## config.mk

```make
export PLATFORM = sky130hd
export DESIGN_NAME = dbus_mmio
export DESIGN_NICKNAME = d
export VERILOG_FILES = /design/src/rtl/dbus_mmio_pkg.sv /design/src/rtl/dbus_mmio_fifo.sv /design/src/rtl/dbus_mmio.sv
export SDC_FILE = /design/constraint.sdc
export NUM_CORES = 1
export LEC_CHECK = 0
export CAP_MARGIN = 30
export CORE_ASPECT_RATIO = 0.9
export CORE_MARGIN = 10
export CORE_UTILIZATION = 47
export CTS_CLUSTER_DIAMETER = 80
export CTS_CLUSTER_SIZE = 10
export DETAILED_ROUTE_END_ITERATION = 10
export GPL_TIMING_DRIVEN = 0
export PLACE_DENSITY_LB_ADDON = 0.08
export SYNTH_ARGS = -nofsm -noshare
export SYNTH_HDL_FRONTEND = slang
export SYNTH_SLANG_ARGS = --single-unit
export TNS_END_PERCENT = 5
```

## constraint.sdc

```tcl
create_clock -name clk_i -period 3.1 [get_ports clk_i]
set_input_delay 0.62 -clock clk_i [delete_from_list [all_inputs] [get_ports clk_i]]
set_output_delay 0.62 -clock clk_i [all_outputs]
set_load 0.1 [all_outputs]
```

## src/rtl/dbus_mmio_pkg.sv

```systemverilog
// Shared definitions for the dbus_mmio peripheral: register word offsets
// (daddr[3:2]), STATUS bit positions, reset constants and a byte-enable
// merge helper used by the writable registers.
package dbus_mmio_pkg;

    // Word offsets within the 16-byte window, compared against daddr[3:2]
    localparam logic [1:0] OFF_TIMER  = 2'd0;
    localparam logic [1:0] OFF_CMP    = 2'd1;
    localparam logic [1:0] OFF_STATUS = 2'd2;
    localparam logic [1:0] OFF_TXDATA = 2'd3;

    // STATUS bit positions
    localparam int ST_PENDING   = 0;
    localparam int ST_FULL      = 1;
    localparam int ST_EMPTY     = 2;
    localparam int ST_OVERFLOW  = 3;
    localparam int ST_COUNT_LSB = 4;
    localparam int ST_COUNT_MSB = 7;

    localparam logic [31:0] CMP_RESET = 32'hFFFF_FFFF;

    // Replace the bytes of old_v selected by be with the matching bytes of new_v
    function automatic logic [31:0] apply_be(input logic [31:0] old_v,
                                             input logic [31:0] new_v,
                                             input logic [3:0]  be);
        logic [31:0] r;
        r = old_v;
        for (int b = 0; b < 4; b++) begin
            if (be[b]) r[8*b +: 8] = new_v[8*b +: 8];
        end
        return r;
    endfunction

endpackage

```

## src/rtl/dbus_mmio_fifo.sv

```systemverilog
// sync_fifo: single-clock circular-buffer FIFO.
// Ports:
//   clk_i, reset_i   clock, synchronous active-high reset
//   push_i, data_i   write request and data
//   pop_i            read request (ignored while empty)
//   data_o           head entry, forced to 0 while empty
//   full_o, empty_o  registered occupancy flags
//   count_o          number of stored entries
//   rej_o            push refused this cycle (full with no pop)
module sync_fifo #(
    parameter  int WIDTH = 8,
    parameter  int DEPTH = 4,
    localparam int PW    = (DEPTH > 1) ? $clog2(DEPTH) : 1,
    localparam int CW    = $clog2(DEPTH) + 1
) (
    input  logic             clk_i,
    input  logic             reset_i,
    input  logic             push_i,
    input  logic [WIDTH-1:0] data_i,
    input  logic             pop_i,
    output logic [WIDTH-1:0] data_o,
    output logic             full_o,
    output logic             empty_o,
    output logic [CW-1:0]    count_o,
    output logic             rej_o
);

    logic [WIDTH-1:0] mem_q [DEPTH];
    logic [PW-1:0]    rd_ptr_q, wr_ptr_q;
    logic [CW-1:0]    count_q;
    logic             pop_ok, push_ok;

    assign empty_o = (count_q == '0);
    assign full_o  = (count_q == CW'(DEPTH));
    assign count_o = count_q;

    // A pop frees a slot in the same cycle, so a push into a full FIFO is
    // still accepted when the head is leaving.
    assign pop_ok  = pop_i && !empty_o;
    assign push_ok = push_i && (!full_o || pop_ok);
    assign rej_o   = push_i && !push_ok;

    // Gate the head so the output is never driven from uninitialised storage
    assign data_o  = empty_o ? '0 : mem_q[rd_ptr_q];

    // DEPTH is a power of two, so the pointers wrap by natural overflow
    always_ff @(posedge clk_i) begin
        if (reset_i) begin
            rd_ptr_q <= '0;
            wr_ptr_q <= '0;
            count_q  <= '0;
        end else begin
            if (push_ok) begin
                mem_q[wr_ptr_q] <= data_i;
                wr_ptr_q        <= wr_ptr_q + PW'(1);
            end
            if (pop_ok) rd_ptr_q <= rd_ptr_q + PW'(1);
            if (push_ok && !pop_ok)      count_q <= count_q + CW'(1);
            else if (pop_ok && !push_ok) count_q <= count_q - CW'(1);
        end
    end

endmodule

```

## src/rtl/dbus_mmio.sv

```systemverilog
// dbus_mmio: memory-mapped slave on the core data port. Owns a free-running
// 32-bit timer with a compare interrupt and a byte-wide transmit FIFO drained
// over a valid/ready stream. Reads are combinational (zero latency).
// Ports:
//   clk_i, reset_i          clock, synchronous active-high reset
//   daddr_i, dwdata_i       CPU data address / write data
//   dwe_i                   CPU byte write enables
//   rdata_o, hit_o          read data (0 when not hit), window decode
//   irq_o                   compare-match pending flag
//   tx_data_o, tx_valid_o   FIFO head byte and not-empty
//   tx_ready_i              consumer accepts the head
module dbus_mmio
    import dbus_mmio_pkg::*;
#(
    parameter logic [31:0] BASE       = 32'hFFFF_0000,
    parameter int          FIFO_DEPTH = 4
) (
    input  logic        clk_i,
    input  logic        reset_i,
    input  logic [31:0] daddr_i,
    input  logic [31:0] dwdata_i,
    input  logic [3:0]  dwe_i,
    output logic [31:0] rdata_o,
    output logic        hit_o,
    output logic        irq_o,
    output logic [7:0]  tx_data_o,
    output logic        tx_valid_o,
    input  logic        tx_ready_i
);

    localparam int CW = $clog2(FIFO_DEPTH) + 1;

    logic [31:0] timer_q, timer_d;
    logic [31:0] cmp_q, cmp_d;
    logic        pending_q, pending_d;
    logic        overflow_q, overflow_d;

    logic [1:0]  off;
    logic        wr, wr_timer, wr_cmp, wr_status, push, pop, match;
    logic        fifo_full, fifo_empty, fifo_rej;
    logic [CW-1:0] fifo_count;
    logic [31:0] status;

    // Byte-offset bits of the address do not select anything
    logic        unused_addr_lsb;
    assign unused_addr_lsb = ^daddr_i[1:0];

    assign hit_o     = (daddr_i[31:4] == BASE[31:4]);
    assign off       = daddr_i[3:2];
    assign wr        = hit_o && (dwe_i != 4'b0000);
    assign wr_timer  = wr && (off == OFF_TIMER);
    assign wr_cmp    = wr && (off == OFF_CMP);
    // W1C bits live in byte 0
    assign wr_status = wr && (off == OFF_STATUS) && dwe_i[0];
    assign push      = wr && (off == OFF_TXDATA) && dwe_i[0];
    assign pop       = tx_valid_o && tx_ready_i;
    assign match     = (timer_q == cmp_q);

    sync_fifo #(.WIDTH(8), .DEPTH(FIFO_DEPTH)) u_fifo (
        .clk_i   (clk_i),
        .reset_i (reset_i),
        .push_i  (push),
        .data_i  (dwdata_i[7:0]),
        .pop_i   (pop),
        .data_o  (tx_data_o),
        .full_o  (fifo_full),
        .empty_o (fifo_empty),
        .count_o (fifo_count),
        .rej_o   (fifo_rej)
    );

    assign tx_valid_o = !fifo_empty;
    assign irq_o      = pending_q;

    always_comb begin
        // A write replaces enabled bytes and suppresses that cycle's increment
        timer_d = wr_timer ? apply_be(timer_q, dwdata_i, dwe_i) : timer_q + 32'd1;
        cmp_d   = wr_cmp   ? apply_be(cmp_q,   dwdata_i, dwe_i) : cmp_q;

        // Set wins over a same-cycle W1C
        pending_d = pending_q;
        if (wr_status && dwdata_i[ST_PENDING]) pending_d = 1'b0;
        if (match)                             pending_d = 1'b1;

        overflow_d = overflow_q;
        if (wr_status && dwdata_i[ST_OVERFLOW]) overflow_d = 1'b0;
        if (fifo_rej)                           overflow_d = 1'b1;
    end

    always_ff @(posedge clk_i) begin
        if (reset_i) begin
            timer_q    <= '0;
            cmp_q      <= CMP_RESET;
            pending_q  <= 1'b0;
            overflow_q <= 1'b0;
        end else begin
            timer_q    <= timer_d;
            cmp_q      <= cmp_d;
            pending_q  <= pending_d;
            overflow_q <= overflow_d;
        end
    end

    always_comb begin
        status                             = '0;
        status[ST_PENDING]                 = pending_q;
        status[ST_FULL]                    = fifo_full;
        status[ST_EMPTY]                   = fifo_empty;
        status[ST_OVERFLOW]                = overflow_q;
        status[ST_COUNT_MSB:ST_COUNT_LSB]  = 4'(fifo_count);
    end

    always_comb begin
        rdata_o = '0;
        if (hit_o) begin
            case (off)
                OFF_TIMER:  rdata_o = timer_q;
                OFF_CMP:    rdata_o = cmp_q;
                OFF_STATUS: rdata_o = status;
                default:    rdata_o = '0;
            endcase
        end
    end

endmodule
```

==> impl_metrics.csv <==
group,metric,value,unit
route,vias_per_cell,5.82,
clocking,cts_hold_buffers,0,
timing,post-route-min-period,3.09,ns
floorplanning,placementRows,38,
run,cap_violations,0,
timing,relSlewSlack,0.331,
placement,place.gp.congestion,0.917,
floorplanning,initial_core_util,0.485,
placement,port_buffers,106,
timing,period_share,0.998,
timing,slew_violations,0,
setup_path,crit_buf_inv,3,
route,ant_nets,0,
logic_synthesis,yosysTopAreaCell,"dfxtp_1",
logic_synthesis,avgSynthCellArea,9.48,um^2
setup_path,critPathSlowestCell,"clkdlybuf4s50_1",
setup_path,slowest_delay,0.41,ns
floorplanning,ios,114,
route,drtPass1Iterations,5,
setup_path,path_max_fanout,10,
setup_path,required,2.48,ns
logic_synthesis,ys_async_sr_fraction,0,
route,via_count,5270,
pwr,peakVddDrop,0.000240,V
timing,fmax,323,MHz
logic_synthesis,netlist_top_cells_area,"dfxtp_1, edfxtp_1, mux2i_1, xnor2_1, nor2_1",
clocking,clock_sinks,107,
logic_synthesis,mappedNetlistArea,5900,um^2
setup_path,cp-start-kind,"input port",
setup_path,r2r_cells,6,
floorplanning,die_area,17400,um^2
floorplanning,core_region_area,12200,um^2
logic_synthesis,syn_inst,622,
setup_path,crit_cells,7,
finish,instances_no_fill,906,
clocking,h-tree-depth,3,
floorplanning,die_w,138,um
finish,finalNetCount,818,
timing,hold_violations,0,
pwr,power_density,368,nW/um^2
logic_synthesis,synth.distinct_cells,62,
setup_path,crit_family,"simple AND/OR/NAND/NOR gates",
timing,grt_setup_unrepaired,"true",
setup_path,worstPathArrival,2.47,ns
placement,dpl.cell_count,888,
route,drc,0,
finish,fill_cells,1032,
clocking,cts_tree,"done",
clocking,clock_latency,0.36,ns
global_routing,overflow,0,
timing,setup_violations,0,
logic_synthesis,synth_warnings,0,
finish,area.growth.synth_to_final,32.4,%
logic_synthesis,synth_common_cells,"dfxtp_1, nor2_1, mux2i_1",
route,wl_per_cell,20.5,um
timing,clock-skew-final,0.00639,ns
setup_path,path_cells,"clkdlybuf4s50_1 > nor4b_2 > and4_4 > nand3_4 > clkbuf_16 > nor2_2 > buf_6",
global_routing,grt_usage,0.205,
clocking,cts_root_buffer,"clkbuf_16",
route,finalWirelength,18.6,mm
logic_synthesis,synth_most_common_cell,"dfxtp_1",
worst_hold_path,hold_path_class,"flip-flop to flip-flop",
worst_hold_path,holdPathStages,2,
logic_synthesis,yosysSeqAreaShare,0.417,
logic_synthesis,ys_ff_latch,107,
clocking,clkTransAtPathRegs,0.07,ns
clocking,cts_inserted_buffers,9,
finish,drive_above_1_share,0.187,
setup_path,crit_path_end_kind,"primary output",
global_routing,grt_max_degree,20,
logic_synthesis,synth_ff_type,"dfxtp_1",
finish,final_area,7810,um^2
timing,tightest_slew,1.00,ns
global_routing,grt_pass1_vias,5268,
placement,dp_hpwl,14.0,mm
pwr,leakage,2.96,nW
run_status,status,"finished clean",
pwr,fin_total_pwr,2.87,mW
global_routing,antenna_found_initial,0,
logic_synthesis,synth_nets,700,
placement,dpl_cell_area,7210,um^2
floorplanning,fp.dieH,126,um
clocking,clk_path_buf_depth,2,
setup_path,criticalPathCategory,"input port to primary output",
logic_synthesis,yosys.area.top_type_share,0.255,
logic_synthesis,synth-edff-count,32,
global_routing,grt_pass1_wl,29.2,mm
route,first_iter_violations,467,
[kinds of logic after synthesis]
group	count (synthesis)	share of synthesized area
fa+ha+maj	7	0.0161
flops	107	0.417
compound gates	87	0.0933
buf+inv	50	0.0382
simple gates	259	0.236
xor+xnor	37	0.0549
mux	75	0.144
[what timing repair did]
item                                    4_1_cts  5_1_grt
resized for setup                           252       71
endpoints found under the setup margin       44       42
pin swaps                                     1        7
setup buffers                                 2        0
[path summary, 6_finish.rpt]
| check | from | endpoint | slack, ns |
|---|---|---|---|
| worst max-delay path | daddr_i[13] | rdata_o[13] | 0.006 |
| worst min-delay path | irq_o$_SDFFE_PP0P_ | irq_o$_SDFFE_PP0P_ | 0.49 |
| worst max register to register | timer_q[0]$_SDFFE_PP0P_ | timer_q[26]$_SDFFE_PP0P_ | 0.75 |
| worst min register to register | irq_o$_SDFFE_PP0P_ | irq_o$_SDFFE_PP0P_ | 0.49 |
[metrics by stage]
step           worst slack [ns]  TNS, ns  hold WS, ns   util
2_1_floorplan            -0.367    -6.61        0.480      -
3_3_place_gp              -1.48   -47.07        0.470  0.593
3_5_place_dp              -1.48   -49.26        0.474  0.593
4_1_cts                 -0.0648  -0.0903        0.491  0.626
5_1_grt                 -0.0686   -0.379        0.523  0.641
6_report                0.00606        0        0.488  0.642
[final cells by class]
cell class	count	area [um^2]	area share
multi-input combinational	465	3360	0.430
sequential	107	2460	0.315
timing repair buffer	108	1210	0.155
clock buffer	11	264	0.0338
buffer	37	215	0.0276
tap	160	200	0.0256
clock inverter	5	51.3	0.00657
inverter	12	45.0	0.00577
antenna	1	2.50	0.000320
[placed cells by master (no fill, tap or decap), types with 7 or more instances in the layout]
cell	n
xnor2_1	33
and3_1	9
buf_12	16
nand4_1	19
clkbuf_2	13
a21oi_1	31
o211ai_1	14
buf_2	12
or3_1	14
dfxtp_1	75
buf_6	12
nand3_1	20
clkbuf_1	14
o21ai_0	7
nand2_1	64
nor2_4	7
inv_1	11
edfxtp_1	32
clkbuf_16	11
mux2i_1	67
nor2_2	18
and2_1	8
a31oi_1	18
clkdlybuf4s50_1	60
nor2_1	46
nor4_1	7
mux4_2	8
[worst min-delay path, stage by stage, from the launching register on]
cell and delay, ns:
dfxtp_1 0.33, o41ai_1 0.06, a21oi_1 0.05
[per-layer routing]
metal / global-route usage / wire length [um]
met1: 0.272 / 8380
met2: 0.316 / 8230
met3: 0.0642 / 1720
met4: 0.0582 / 247
met5: 0 / 0
[power by group]
part	switching, mW	internal (mW)
clock network	0.562	0.632
registers	0.00482	1.44
logic	0.118	0.113
total	0.685	2.19
[state kept, by name, summed over array words and instances, names as in the netlist, named ones only]
signal / flops
timer_q: 32
u_fifo.count_o: 3
u_fifo.mem_q: 32
u_fifo.wr_ptr_q: 2
irq_o: 1
overflow_q: 1
cmp_q: 32
u_fifo.rd_ptr_q: 2
Note: power is estimated with default switching activity, not from simulation.
